==> src/rtl/csr_uart_pkg.sv <==
// Shared types, CSR addresses and status packing for the CSR-mapped UART.
package csr_uart_pkg;

    // CSR addresses of the responders that share the CSR bus.
    localparam logic [11:0] CSR_UART = 12'hbc0;
    localparam logic [11:0] CSR_LEDS = 12'hbc1;
    localparam logic [11:0] CSR_SIM  = 12'hbc2;

    // CSR modify codes; any other non-zero code is acknowledged and ignored.
    localparam logic [2:0] MOD_NONE  = 3'd0;
    localparam logic [2:0] MOD_WRITE = 3'd1;

    typedef enum logic [1:0] {
        TX_IDLE  = 2'd0,
        TX_START = 2'd1,
        TX_DATA  = 2'd2,
        TX_STOP  = 2'd3
    } tx_state_t;

    typedef enum logic [2:0] {
        RX_IDLE      = 3'd0,
        RX_START     = 3'd1,
        RX_DATA      = 3'd2,
        RX_STOP      = 3'd3,
        RX_WAIT_HIGH = 3'd4
    } rx_state_t;

    // ACC_DONE holds off a second valid until the requester drops sel.
    typedef enum logic {
        ACC_IDLE = 1'b0,
        ACC_DONE = 1'b1
    } acc_state_t;

    // Read word layout: {21'b0, overrun, tx_busy, rx_empty, rx_byte}.
    // The byte field is forced to zero while the buffer is empty.
    function automatic logic [31:0] pack_status(input logic       overrun,
                                                input logic       tx_busy,
                                                input logic       rx_full,
                                                input logic [7:0] rx_byte);
        pack_status = {21'd0, overrun, tx_busy, ~rx_full,
                       (rx_full ? rx_byte : 8'h00)};
    endfunction

endpackage

==> src/rtl/csr_uart_if.sv <==
// CSR bus bundle between a requester (master) and a responder (slave).
interface csr_uart_if;
    logic        read;
    logic [2:0]  modify;
    logic [31:0] wdata;
    logic [11:0] addr;
    logic [31:0] rdata;
    logic        valid;

    modport master (output read, output modify, output wdata, output addr,
                    input  rdata, input  valid);
    modport slave  (input  read, input  modify, input  wdata, input  addr,
                    output rdata, output valid);
endinterface

==> src/rtl/csr_uart_rx.sv <==
// UART receiver: input synchronizer, bit timer and 8N1 frame FSM.
// Emits a one-cycle rx_stb with rx_data for every frame with a valid stop bit.
module uart_rx
    import csr_uart_pkg::*;
#(
    parameter int DIV = 16
) (
    input  logic       clk,
    input  logic       rstn,
    input  logic       rx,
    output logic       rx_stb,
    output logic [7:0] rx_data
);

    localparam int               CNT_W       = $clog2(DIV);
    localparam logic [CNT_W-1:0] BIT_RELOAD  = CNT_W'(DIV - 1);
    localparam logic [CNT_W-1:0] HALF_RELOAD = CNT_W'(DIV / 2 - 1);
    localparam logic [CNT_W-1:0] CNT_ZERO    = {CNT_W{1'b0}};
    localparam logic [CNT_W-1:0] CNT_ONE     = {{(CNT_W-1){1'b0}}, 1'b1};

    logic             rx_meta_r;
    logic             rx_sync_r;
    logic             rx_prev_r;
    rx_state_t        state_r, state_n;
    logic [CNT_W-1:0] cnt_r, cnt_n;
    logic [2:0]       bit_r, bit_n;
    logic [7:0]       shift_r, shift_n;
    logic             stb_r, stb_n;

    // Two-flop synchronizer plus one delayed copy for falling-edge detection.
    always_ff @(posedge clk or negedge rstn) begin
        if (!rstn) begin
            rx_meta_r <= 1'b1;
            rx_sync_r <= 1'b1;
            rx_prev_r <= 1'b1;
        end else begin
            rx_meta_r <= rx;
            rx_sync_r <= rx_meta_r;
            rx_prev_r <= rx_sync_r;
        end
    end

    // Frame FSM state, bit timer, shift register and strobe registers.
    always_ff @(posedge clk or negedge rstn) begin
        if (!rstn) begin
            state_r <= RX_IDLE;
            cnt_r   <= CNT_ZERO;
            bit_r   <= 3'd0;
            shift_r <= 8'h00;
            stb_r   <= 1'b0;
        end else begin
            state_r <= state_n;
            cnt_r   <= cnt_n;
            bit_r   <= bit_n;
            shift_r <= shift_n;
            stb_r   <= stb_n;
        end
    end

    // Next-state logic: half-bit wait to the start-bit centre, then full bit periods.
    always_comb begin
        state_n = state_r;
        cnt_n   = cnt_r;
        bit_n   = bit_r;
        shift_n = shift_r;
        stb_n   = 1'b0;
        case (state_r)
            RX_IDLE: begin
                if (rx_prev_r && !rx_sync_r) begin
                    state_n = RX_START;
                    cnt_n   = HALF_RELOAD;
                end else begin
                    state_n = RX_IDLE;
                end
            end
            RX_START: begin
                if (cnt_r != CNT_ZERO) begin
                    cnt_n = cnt_r - CNT_ONE;
                end else if (rx_sync_r) begin
                    // Line back high at mid start bit: a glitch, not a frame.
                    state_n = RX_IDLE;
                end else begin
                    state_n = RX_DATA;
                    cnt_n   = BIT_RELOAD;
                    bit_n   = 3'd0;
                end
            end
            RX_DATA: begin
                if (cnt_r != CNT_ZERO) begin
                    cnt_n = cnt_r - CNT_ONE;
                end else begin
                    shift_n = {rx_sync_r, shift_r[7:1]};
                    cnt_n   = BIT_RELOAD;
                    if (bit_r == 3'd7) begin
                        state_n = RX_STOP;
                    end else begin
                        bit_n = bit_r + 3'd1;
                    end
                end
            end
            RX_STOP: begin
                if (cnt_r != CNT_ZERO) begin
                    cnt_n = cnt_r - CNT_ONE;
                end else if (rx_sync_r) begin
                    stb_n   = 1'b1;
                    state_n = RX_IDLE;
                end else begin
                    // Framing error: drop the byte and resync on the idle level.
                    state_n = RX_WAIT_HIGH;
                end
            end
            RX_WAIT_HIGH: begin
                if (rx_sync_r) begin
                    state_n = RX_IDLE;
                end else begin
                    state_n = RX_WAIT_HIGH;
                end
            end
            default: begin
                state_n = RX_IDLE;
            end
        endcase
    end

    // The shift register holds the finished byte until the next frame's first data sample.
    assign rx_stb  = stb_r;
    assign rx_data = shift_r;

endmodule

==> src/rtl/csr_uart.sv <==
// CSR-mapped UART responder: a write sends wdata[7:0] as an 8N1 frame on tx,
// a read returns the received byte with buffer and transmitter status.
// rdata is zero whenever valid is low so responders can be OR-combined.
module csr_uart
    import csr_uart_pkg::*;
#(
    parameter logic [11:0] CSR_ADDR   = CSR_UART,
    parameter int          CLOCK_RATE = 12000000,
    parameter int          BAUD_RATE  = 115200
) (
    input  logic       clk,
    input  logic       rstn,
    csr_uart_if.slave  bus,
    input  logic       rx,
    output logic       tx
);

    // Clocks per bit; the receiver needs at least 4 for its half-bit start check.
    localparam int               DIV        = CLOCK_RATE / BAUD_RATE;
    localparam int               CNT_W      = $clog2(DIV);
    localparam logic [CNT_W-1:0] BIT_RELOAD = CNT_W'(DIV - 1);
    localparam logic [CNT_W-1:0] CNT_ZERO   = {CNT_W{1'b0}};
    localparam logic [CNT_W-1:0] CNT_ONE    = {{(CNT_W-1){1'b0}}, 1'b1};

    logic             sel_s;
    logic             wr_s;
    logic             tx_idle_s;
    logic             accept_s;
    logic             consume_s;
    logic             tx_start_s;
    logic [31:0]      status_s;
    logic             rx_stb_s;
    logic [7:0]       rx_data_s;
    logic             tx_level_s;
    logic             unused_s;

    acc_state_t       acc_state_r, acc_state_n;
    logic             valid_r;
    logic [31:0]      rdata_r;
    logic [7:0]       rx_buf_r;
    logic             rx_full_r;
    logic             ovr_r;
    tx_state_t        tx_state_r, tx_state_n;
    logic [CNT_W-1:0] tx_cnt_r, tx_cnt_n;
    logic [2:0]       tx_bit_r, tx_bit_n;
    logic [7:0]       tx_shift_r, tx_shift_n;
    logic             tx_r;

    uart_rx #(.DIV(DIV)) u_rx (
        .clk     (clk),
        .rstn    (rstn),
        .rx      (rx),
        .rx_stb  (rx_stb_s),
        .rx_data (rx_data_s)
    );

    // Access decode; a write must wait for an idle transmitter, anything else completes at once.
    assign sel_s      = (bus.read | (bus.modify != MOD_NONE)) & (bus.addr == CSR_ADDR);
    assign wr_s       = (bus.modify == MOD_WRITE);
    assign tx_idle_s  = (tx_state_r == TX_IDLE);
    assign accept_s   = sel_s & (acc_state_r == ACC_IDLE) & (~wr_s | tx_idle_s);
    assign consume_s  = accept_s & bus.read & rx_full_r;
    assign tx_start_s = accept_s & wr_s;
    assign status_s   = pack_status(ovr_r, ~tx_idle_s, rx_full_r, rx_buf_r);
    assign unused_s   = ^bus.wdata[31:8];

    // Access handshake state register.
    always_ff @(posedge clk or negedge rstn) begin
        if (!rstn) begin
            acc_state_r <= ACC_IDLE;
        end else begin
            acc_state_r <= acc_state_n;
        end
    end

    // One valid per access: after accepting, wait for sel to drop before re-arming.
    always_comb begin
        acc_state_n = acc_state_r;
        case (acc_state_r)
            ACC_IDLE: begin
                if (accept_s) begin
                    acc_state_n = ACC_DONE;
                end else begin
                    acc_state_n = ACC_IDLE;
                end
            end
            ACC_DONE: begin
                if (!sel_s) begin
                    acc_state_n = ACC_IDLE;
                end else begin
                    acc_state_n = ACC_DONE;
                end
            end
            default: begin
                acc_state_n = ACC_IDLE;
            end
        endcase
    end

    // Registered response; rdata carries the status seen before this edge's updates.
    always_ff @(posedge clk or negedge rstn) begin
        if (!rstn) begin
            valid_r <= 1'b0;
            rdata_r <= 32'h0000_0000;
        end else begin
            valid_r <= accept_s;
            rdata_r <= (accept_s & bus.read) ? status_s : 32'h0000_0000;
        end
    end

    // Single-byte receive buffer with overrun flag; a store wins over a same-cycle consume.
    always_ff @(posedge clk or negedge rstn) begin
        if (!rstn) begin
            rx_buf_r  <= 8'h00;
            rx_full_r <= 1'b0;
            ovr_r     <= 1'b0;
        end else if (rx_stb_s) begin
            rx_buf_r  <= rx_data_s;
            rx_full_r <= 1'b1;
            ovr_r     <= rx_full_r & ~consume_s;
        end else if (consume_s) begin
            rx_full_r <= 1'b0;
            ovr_r     <= 1'b0;
        end else begin
            rx_full_r <= rx_full_r;
            ovr_r     <= ovr_r;
        end
    end

    // Transmit FSM, bit timer, shift register and line register.
    always_ff @(posedge clk or negedge rstn) begin
        if (!rstn) begin
            tx_state_r <= TX_IDLE;
            tx_cnt_r   <= CNT_ZERO;
            tx_bit_r   <= 3'd0;
            tx_shift_r <= 8'h00;
            tx_r       <= 1'b1;
        end else begin
            tx_state_r <= tx_state_n;
            tx_cnt_r   <= tx_cnt_n;
            tx_bit_r   <= tx_bit_n;
            tx_shift_r <= tx_shift_n;
            tx_r       <= tx_level_s;
        end
    end

    // Transmit sequencing: every state lasts DIV clocks, data goes out LSB first.
    always_comb begin
        tx_state_n = tx_state_r;
        tx_cnt_n   = tx_cnt_r;
        tx_bit_n   = tx_bit_r;
        tx_shift_n = tx_shift_r;
        case (tx_state_r)
            TX_IDLE: begin
                if (tx_start_s) begin
                    tx_state_n = TX_START;
                    tx_cnt_n   = BIT_RELOAD;
                    tx_bit_n   = 3'd0;
                    tx_shift_n = bus.wdata[7:0];
                end else begin
                    tx_state_n = TX_IDLE;
                end
            end
            TX_START: begin
                if (tx_cnt_r != CNT_ZERO) begin
                    tx_cnt_n = tx_cnt_r - CNT_ONE;
                end else begin
                    tx_state_n = TX_DATA;
                    tx_cnt_n   = BIT_RELOAD;
                    tx_bit_n   = 3'd0;
                end
            end
            TX_DATA: begin
                if (tx_cnt_r != CNT_ZERO) begin
                    tx_cnt_n = tx_cnt_r - CNT_ONE;
                end else begin
                    tx_cnt_n = BIT_RELOAD;
                    if (tx_bit_r == 3'd7) begin
                        tx_state_n = TX_STOP;
                    end else begin
                        tx_bit_n   = tx_bit_r + 3'd1;
                        tx_shift_n = {1'b0, tx_shift_r[7:1]};
                    end
                end
            end
            TX_STOP: begin
                if (tx_cnt_r != CNT_ZERO) begin
                    tx_cnt_n = tx_cnt_r - CNT_ONE;
                end else begin
                    tx_state_n = TX_IDLE;
                    tx_cnt_n   = BIT_RELOAD;
                end
            end
            default: begin
                tx_state_n = TX_IDLE;
            end
        endcase
    end

    // Line level for the state being entered, so the registered tx matches the state.
    always_comb begin
        tx_level_s = 1'b1;
        case (tx_state_n)
            TX_START: tx_level_s = 1'b0;
            TX_DATA:  tx_level_s = tx_shift_n[0];
            default:  tx_level_s = 1'b1;
        endcase
    end

    assign bus.valid = valid_r;
    assign bus.rdata = rdata_r;
    assign tx        = tx_r;

endmodule
==> src/flat_wrapper.sv <==
// flat-port wrapper written by rule: the top's interface ports become plain ports
module csr_uart_flat import csr_uart_pkg::*;
#(
    parameter logic [11:0] CSR_ADDR   = CSR_UART,
    parameter int          CLOCK_RATE = 12000000,
    parameter int          BAUD_RATE  = 115200
)
  (clk, rstn, rx, tx, bus_read, bus_modify, bus_wdata, bus_addr, bus_rdata, bus_valid);
  csr_uart_if bus_i ();
  input  logic clk;
  input  logic rstn;
  input  logic rx;
  output logic tx;
  input wire logic [$bits(bus_i.read)-1:0] bus_read;
  input wire logic [$bits(bus_i.modify)-1:0] bus_modify;
  input wire logic [$bits(bus_i.wdata)-1:0] bus_wdata;
  input wire logic [$bits(bus_i.addr)-1:0] bus_addr;
  output wire logic [$bits(bus_i.rdata)-1:0] bus_rdata;
  output wire logic [$bits(bus_i.valid)-1:0] bus_valid;
  assign bus_i.read = bus_read;
  assign bus_i.modify = bus_modify;
  assign bus_i.wdata = bus_wdata;
  assign bus_i.addr = bus_addr;
  assign bus_rdata = bus_i.rdata;
  assign bus_valid = bus_i.valid;
  csr_uart #(.CSR_ADDR(CSR_ADDR), .CLOCK_RATE(CLOCK_RATE), .BAUD_RATE(BAUD_RATE)) u_core (.clk(clk), .rstn(rstn), .bus(bus_i), .rx(rx), .tx(tx));
endmodule
==> config.mk <==
export PLATFORM = sky130hd
export DESIGN_NAME = csr_uart_flat
export DESIGN_NICKNAME = d
export VERILOG_FILES = /design/src/rtl/csr_uart_pkg.sv /design/src/rtl/csr_uart_if.sv /design/src/rtl/csr_uart_rx.sv /design/src/rtl/csr_uart.sv /design/src/flat_wrapper.sv
export SDC_FILE = /design/constraint.sdc
export NUM_CORES = 1
export LEC_CHECK = 0
export CORE_MARGIN = 5
export CORE_UTILIZATION = 37
export CTS_CLUSTER_DIAMETER = 100
export DETAILED_ROUTE_END_ITERATION = 8
export GPL_TIMING_DRIVEN = 0
export PLACE_DENSITY = 0.72
export SLEW_MARGIN = 20
export SYNTH_ARGS = -nofsm -noshare
export SYNTH_HDL_FRONTEND = slang
export SYNTH_SLANG_ARGS = --single-unit
==> constraint.sdc <==
create_clock -name clk -period 2.3 [get_ports clk]
set_clock_uncertainty 0.15 [all_clocks]
set_input_delay 0.23 -clock clk [delete_from_list [all_inputs] [get_ports clk]]
set_output_delay 0.23 -clock clk [all_outputs]
set_load 0.02 [all_outputs]
Yosys cells after proc, flatten, opt, wreduce, memory -nomap -nowiden

Cells that the tools add are included.

Bits in registers: 90

$add $sub $neg: 4
Eq/ne operators: 26
Muxes and demuxes: 49
Bitwise operators: 15
Reductions and logical operators: 19

Operator list:

| kind                                                                | count |
|---|---|
| 7-bit two-way mux                                                   | 7 |
| 3-bit two-way mux                                                   | 13 |
| 8-bit two-way mux                                                   | 4 |
| 7-bit case mux with 4 select lines                                  | 1 |
| 2-bit inequality test (second input constant)                       | 12 |
| 8-bit case mux with 2 select lines                                  | 1 |
| 3-bit case mux with 5 select lines                                  | 1 |
| 7-bit case mux with 2 select lines                                  | 1 |
| 7-bit nonzero test                                                  | 2 |
| 7-bit by 1-bit subtractor with 7-bit output (second input constant) | 2 |
| 12-bit == test (second input constant)                              | 1 |
| 4-bit AND reduction                                                 | 3 |
| 11-bit two-way mux                                                  | 1 |
| 1-bit two-way mux                                                   | 10 |
| 2-bit two-way mux                                                   | 5 |
| 5-bit AND reduction                                                 | 2 |
| 3-bit == test (second input constant)                               | 3 |
| 3-bit case mux with 3 select lines                                  | 1 |
| 2-bit case mux with 4 select lines                                  | 1 |
| 1-bit AND                                                           | 7 |
| 3-bit by 1-bit adder with 3-bit output (second input constant)      | 2 |
| 2-bit == test (second input constant)                               | 3 |
| 3-bit by 1-bit == test with 1-bit output (second input constant)    | 2 |
| 3-bit by 2-bit == test with 1-bit output (second input constant)    | 2 |
| 15 further kinds                                                    | 26 |

Longest topological paths before layout

Word-level depth: 10
Depth in mapped cells: 7
Depth with buffers taken out: 6

Cells and area by module

A second synthesis with hierarchy kept.

Cell total of the unflattened synthesis: 303
Area, all modules: 3500.9 um^2

Modules (own cells, without submodules):

| module   | times used | cells an instance | area an instance (um^2) | sequential area each (um^2) |
|---|---|---|---|---|
| csr_uart | 1          | 192               | 2182.1                  | 1102.3 |
| uart_rx  | 1          | 111               | 1318.8                  | 629.4 |

Worst setup path before layout

OpenSTA, ideal clock, no wires.

Path kind: flip-flop to flip-flop
From: register u_core.u_rx.cnt_r[0]
To: register u_core.u_rx.cnt_r[4]
Arrival time: 1.840 ns
Required time: 2.029 ns
Path slack: 0.189 ns
Cell stages (with the launch flop): 7
Buffers on the path: 0
Clock period less this slack: 2.111 ns
Cell sequence: dfrtp_1 -> inv_1 -> ha_1 -> or4b_4 -> nor4b_4 -> nor3_1 -> o22a_1

Cells in the longest elaborated chain, start to end: 3
Elaborated cells on any way between the ends: 9
Those cells by class: add/sub: 1; eq/ne: 2; mux: 4; reduce/logical: 2

RTL lines:

| element                                                                           | RTL line           | source |
|---|---|---|
| start: declaration                                                                | csr_uart_rx.sv:25  | `logic [CNT_W-1:0] cnt_r, cnt_n;` |
| start signal: assignment                                                          | csr_uart_rx.sv:53  | `cnt_r <= cnt_n;` |
| 7-bit by 1-bit subtractor with 7-bit output or 7-bit nonzero test (tied branches) | n/a                |  |
| 7-bit two-way mux, or another cell as far along                                   | csr_uart_rx.sv:102 | `if (cnt_r != CNT_ZERO) begin` |
| 7-bit case mux with 4 select lines or 4-bit AND reduction (tied branches)         | n/a                |  |

Several ways; a longest one is shown, not always the timed one. The select of a mux whose other input is x is not followed.
A chain may end at the register's enable or synchronous reset.

Worst setup path after layout

From: register u_core.tx_cnt_r[0]
To: register u_core.tx_r, in the netlist u_core.tx

Cells in the longest elaborated chain, start to end: 5
Elaborated cells on any way between the ends: 10
Those cells by class: eq/ne: 2; mux: 7; reduce/logical: 1

RTL lines:

| element                                                                   | RTL line                                          | source |
|---|---|---|
| start: declaration                                                        | csr_uart.sv:44                                    | `logic [CNT_W-1:0] tx_cnt_r, tx_cnt_n;` |
| start signal: assignment                                                  | csr_uart.sv:140                                   | `tx_cnt_r <= tx_cnt_n;` |
| 7-bit nonzero test (*)                                                    | csr_uart.sv:165, csr_uart.sv:174, csr_uart.sv:187 |  |
| 2-bit two-way mux, on equally long branches                               | csr_uart.sv:187, csr_uart.sv:165, csr_uart.sv:174 |  |
| 2-bit case mux with 4 select lines                                        | csr_uart.sv:153                                   | `case (tx_state_r)` |
| 2-bit == test or 2-bit by 1-bit == test with 1-bit output (tied branches) | csr_uart.sv:203                                   | `case (tx_state_n)` |
| 1-bit case mux with 2 select lines (*)                                    | csr_uart.sv:203                                   |  |
| via u_core.tx_level_s                                                     | csr_uart.sv:34                                    | `logic tx_level_s;` |
| end signal: assignment                                                    | csr_uart.sv:143                                   | `tx_r <= tx_level_s;` |
| end: declaration                                                          | csr_uart.sv:47                                    | `logic tx_r;` |

Mark *: on every way through the listed nets, which the timed path passes. The rest lies on a longest branch. The select of a mux whose other input is x is not followed.

==> results by group <==
Timing
  • Fin crit share: 96.06%
  • Worst Tran Pin Value: 0.5824 ns
  • Slew HR: 61.18%
  • Min cycle time layout: 2.209 ns
  • Fin. max-slew vios: 0
  • Fin. Hold Viols: 0
  • FMAX: roughly 0.45 GHz
  • Setup Viol. Count Final: 0
  • RSZ-0062 raised after global routing: no

Power
  • Sw Ratio: 28.21%
  • Clock power frac: 34.0%
  • Switch Pwr: 0.8193 mW
  • Power Total: 2.904 mW
  • VDD IR max: 0.0002701 V
  • Cell internal pwr: 2.085 mW
  • Leak: between 1.5 and 2 nW
  • Gate power share: a little under a fifth
  • Pwr Density: 681.1 nW/um^2
  • Sequential Power Share: between 40% and 50%

Detailed routing
  • Final WL: 6.757 mm
  • DRT antenna net count: 0
  • DRC: 0
  • Drt first pass iters: 4
  • DR iter-0 viols: ~120
  • Vias: 2,525
  • Drt wl/cell: about 13 um
  • DR vias/cell: 5.030

Setup path
  • Buf+Inv Stages, Crit Path: 2
  • CP Cell Sequence: inv_1, ha_2, or4b_1, buf_2, nor4_1, o21bai_1, a32o_1
  • CP arrival: about 2.3 ns
  • Crit Path Max Fanout: 6
  • Critical Path Sink Type: flop
  • CP top delay family: simple AND/OR/NAND/NOR gates
  • Worst EP required: about 2.4 ns
  • Crit Path Class: reg2reg
  • Critical-path top delay cell: or4b_1
  • CP max stage delay: ~0.44 ns
  • CP Launch Type: flop

Synth
  • Synthesized cell area: 3367 um^2
  • Syn Inst Count: 313
  • Fraction of registers with async set/reset: 100.0%
  • EDFF count, synth: 0
  • Dominant synthesized flop cell: dfrtp_1
  • Mean Syn Cell Area: 10.76 um^2
  • Unique cell type count in the Yosys netlist: 63
  • Synthesized flop and latch total: 69
  • Yosys warnings: 0
  • Sequential share of the synthesized area: 51.43%

GRT
  • Initial antenna violation count: 0
  • Largest net degree at the start of global routing: 57
  • Grt total ovfl: 0
  • First-pass GRT wire length: 11.79 mm
  • Number of global-route vias before repair: 2,489
  • All-Layer GR Usage: 12.92%

Floorplanning
  • Core ar.: 8806 um^2
  • Row count: 34
  • Die Wd: between 100 and 150 um
  • Io pins: 85
  • Initial Util: 38.24%
  • Die H: ~110 um
  • Die ar.: 11,110 um^2

Placement
  • Post-DP HPWL: just under 5 mm
  • # port buffers: 39
  • Routability congestion estimate from global placement: 0.8173
  • Placed Area: 3993 um^2

Run
  • Max-cap violations: 0

Clocking
  • CTS Sinks: 69
  • TritonCTS buffer count: 9
  • Clk slew on worst S/H paths: 0.07 ns
  • Clk Tree Root Cell: clkbuf_8
  • # H-tree levels: 3
  • Clock buffer depth: 2
  • Clock latency on the worst-skew pair: 0.34 ns
  • CTS tree: built

Layout
  • Fin nets: 446
  • Register area: 1732 um^2
  • Commonest cells after routing, fill and taps aside: dfrtp_1, clkdlybuf4s50_1, buf_4, nand2_1, conb_1
  • Commonest non-fill, non-tap cell in the layout: dfrtp_1
  • Area delta synth->final: 26.64%
  • Share of cells above drive strength 1: between 20% and 30%
  • Design Area, Final: 4264 um^2
  • N_diodes: 0
  • Filler cells: 810
  • Area of the multi-input gates: around 1500 um^2
  • Fin util: 48.42%

Worst hold path
  • Class of the worst hold path: in2async

Outcome
  • Status: completed
worst register-to-register path, stage by stage, from the launching register on:
cell and delay (ns):
dfrtp_1 0.37, inv_1 0.10, ha_2 0.22, or4b_1 0.44, buf_2 0.19, nor4_1 0.35
o21bai_1 0.11, a32o_1 0.22
sequential cells by signal, summed over array words and instances, names as in the netlist, 2 cells and up:
signal	flops
u_core.tx_cnt_r	7
u_core.u_rx.cnt_r	7
u_core.tx_state_r	2
u_core.tx_bit_r	3
u_core.tx_shift_r	8
u_core.rx_buf_r	8
u_core.u_rx.rx_data	8
u_core.bus.rdata	11
u_core.u_rx.state_r	3
u_core.u_rx.bit_r	3
cells in the mapped netlist (2+ instances only):
cell	count	share of area (%)
o21ai_1	4	0.59
mux2_2	16	5.4
a21o_1	4	0.89
and2_1	8	1.5
ha_1	6	2.2
o211ai_1	16	3.6
or2_2	3	0.56
dfrtp_1	65	48
nor3_1	7	1.0
nand3b_1	2	0.45
nand2_1	21	2.3
inv_1	19	2.1
dfstp_2	4	3.1
or4_1	2	0.45
o21bai_1	2	0.45
or3_1	4	0.74
mux2i_1	2	0.59
a22o_1	2	0.52
nor3b_1	3	0.67
nor4b_2	2	0.89
o31ai_1	7	1.6
nor4_1	4	0.74
a32oi_1	2	0.52
a2bb2oi_1	2	0.52
nand3_1	4	0.59
a21oi_1	7	1.0
or2_1	2	0.37
nand2b_1	4	0.74
clkbuf_1	9	1.0
o21ai_0	8	1.2
buf_4	21	4.7
nor2_1	20	2.2
timing repair:
item / 4_1_cts / 5_1_grt
endpoints found under the setup margin: 6 / 33
hold endpoints to repair: 66 / 0
pin swaps: 1 / 2
resized for setup: 0 / 6
hold buffers: 1 / 0
buffers inserted: 2 / 2
final timing paths:
kind                                                  from                                to  slack, ns  depth (start not counted)
hold reg to reg            u_core.u_rx.rx_meta_r$_DFF_PN1_   u_core.u_rx.rx_sync_r$_DFF_PN1_       0.21                          0
setup reg to reg            u_core.tx_cnt_r[0]$_DFFE_PN0P_               u_core.tx$_DFF_PN1_       0.09                          7
max in group asynchronous                             rstn   u_core.u_rx.rx_sync_r$_DFF_PN1_       1.31                          3
hold / removal                                        rstn  u_core.tx_shift_r[7]$_DFFE_PN0P_       0.14                          2
setup / recovery            u_core.tx_cnt_r[0]$_DFFE_PN0P_               u_core.tx$_DFF_PN1_       0.09                          7
min in group clk                                        rx   u_core.u_rx.rx_meta_r$_DFF_PN1_       0.14                          1
logic make-up after synthesis:
family          synth area share, %
fa+ha+maj                     2.230
xor+xnor                     0.2602
mux                           5.946
compound gates                14.27
buf+inv                       7.952
other cells                  0.1114
simple gates                  17.80
flops                         51.43
per-stage QoR:
step / std cells / setup WS, ns / hold WS [ns] / TNS [ns]
6_report: 502 / 0.09069 / 0.1353 / 0
5_1_grt: 502 / 0.006652 / 0.1214 / 0
4_1_cts: 500 / 0.009344 / 0.1245 / 0
3_5_place_dp: 481 / -0.07975 / -0.04593 / -0.7814
3_3_place_gp: 480 / -1.477 / 0.1964 / -98.84
2_1_floorplan: 333 / 0.1889 / -0.2156 / 0
power groups by stage:
| stage | registers (mW) | clock network, mW | logic (mW) |
|---|---|---|---|
| floorplan | 1.39 | 0 | 0.383 |
| global placement | 1.40 | 0 | 0.497 |
| detailed placement | 1.41 | 0 | 0.517 |
| CTS | 1.39 | 1.03 | 0.523 |
| global route | 1.40 | 1.07 | 0.598 |
| finish | 1.39 | 0.988 | 0.529 |
metal layers:
layer  part of all wire, %  track usage, %  vias to the layer above
li1                      -               -                     1232
met1                    46           17.24                     1208
met2                    45           19.76                       79
met3                   6.8           3.667                        6
met4                   1.4           5.342                        0
met5                     0               0                        -
cell type report:
| cell class | count | area share (%) |
|---|---|---|
| plain buffers | 31 | 4.607 |
| clock buffers | 11 | 3.316 |
| clock inverters | 5 | 1.408 |
| inverters | 19 | 1.673 |
| multi-input cells | 214 | 34.54 |
| flip-flops and latches | 69 | 40.61 |
| well taps | 108 | 3.169 |
| repair buffers | 45 | 10.68 |
No activity file was read; power rests on OpenSTA's default activity.
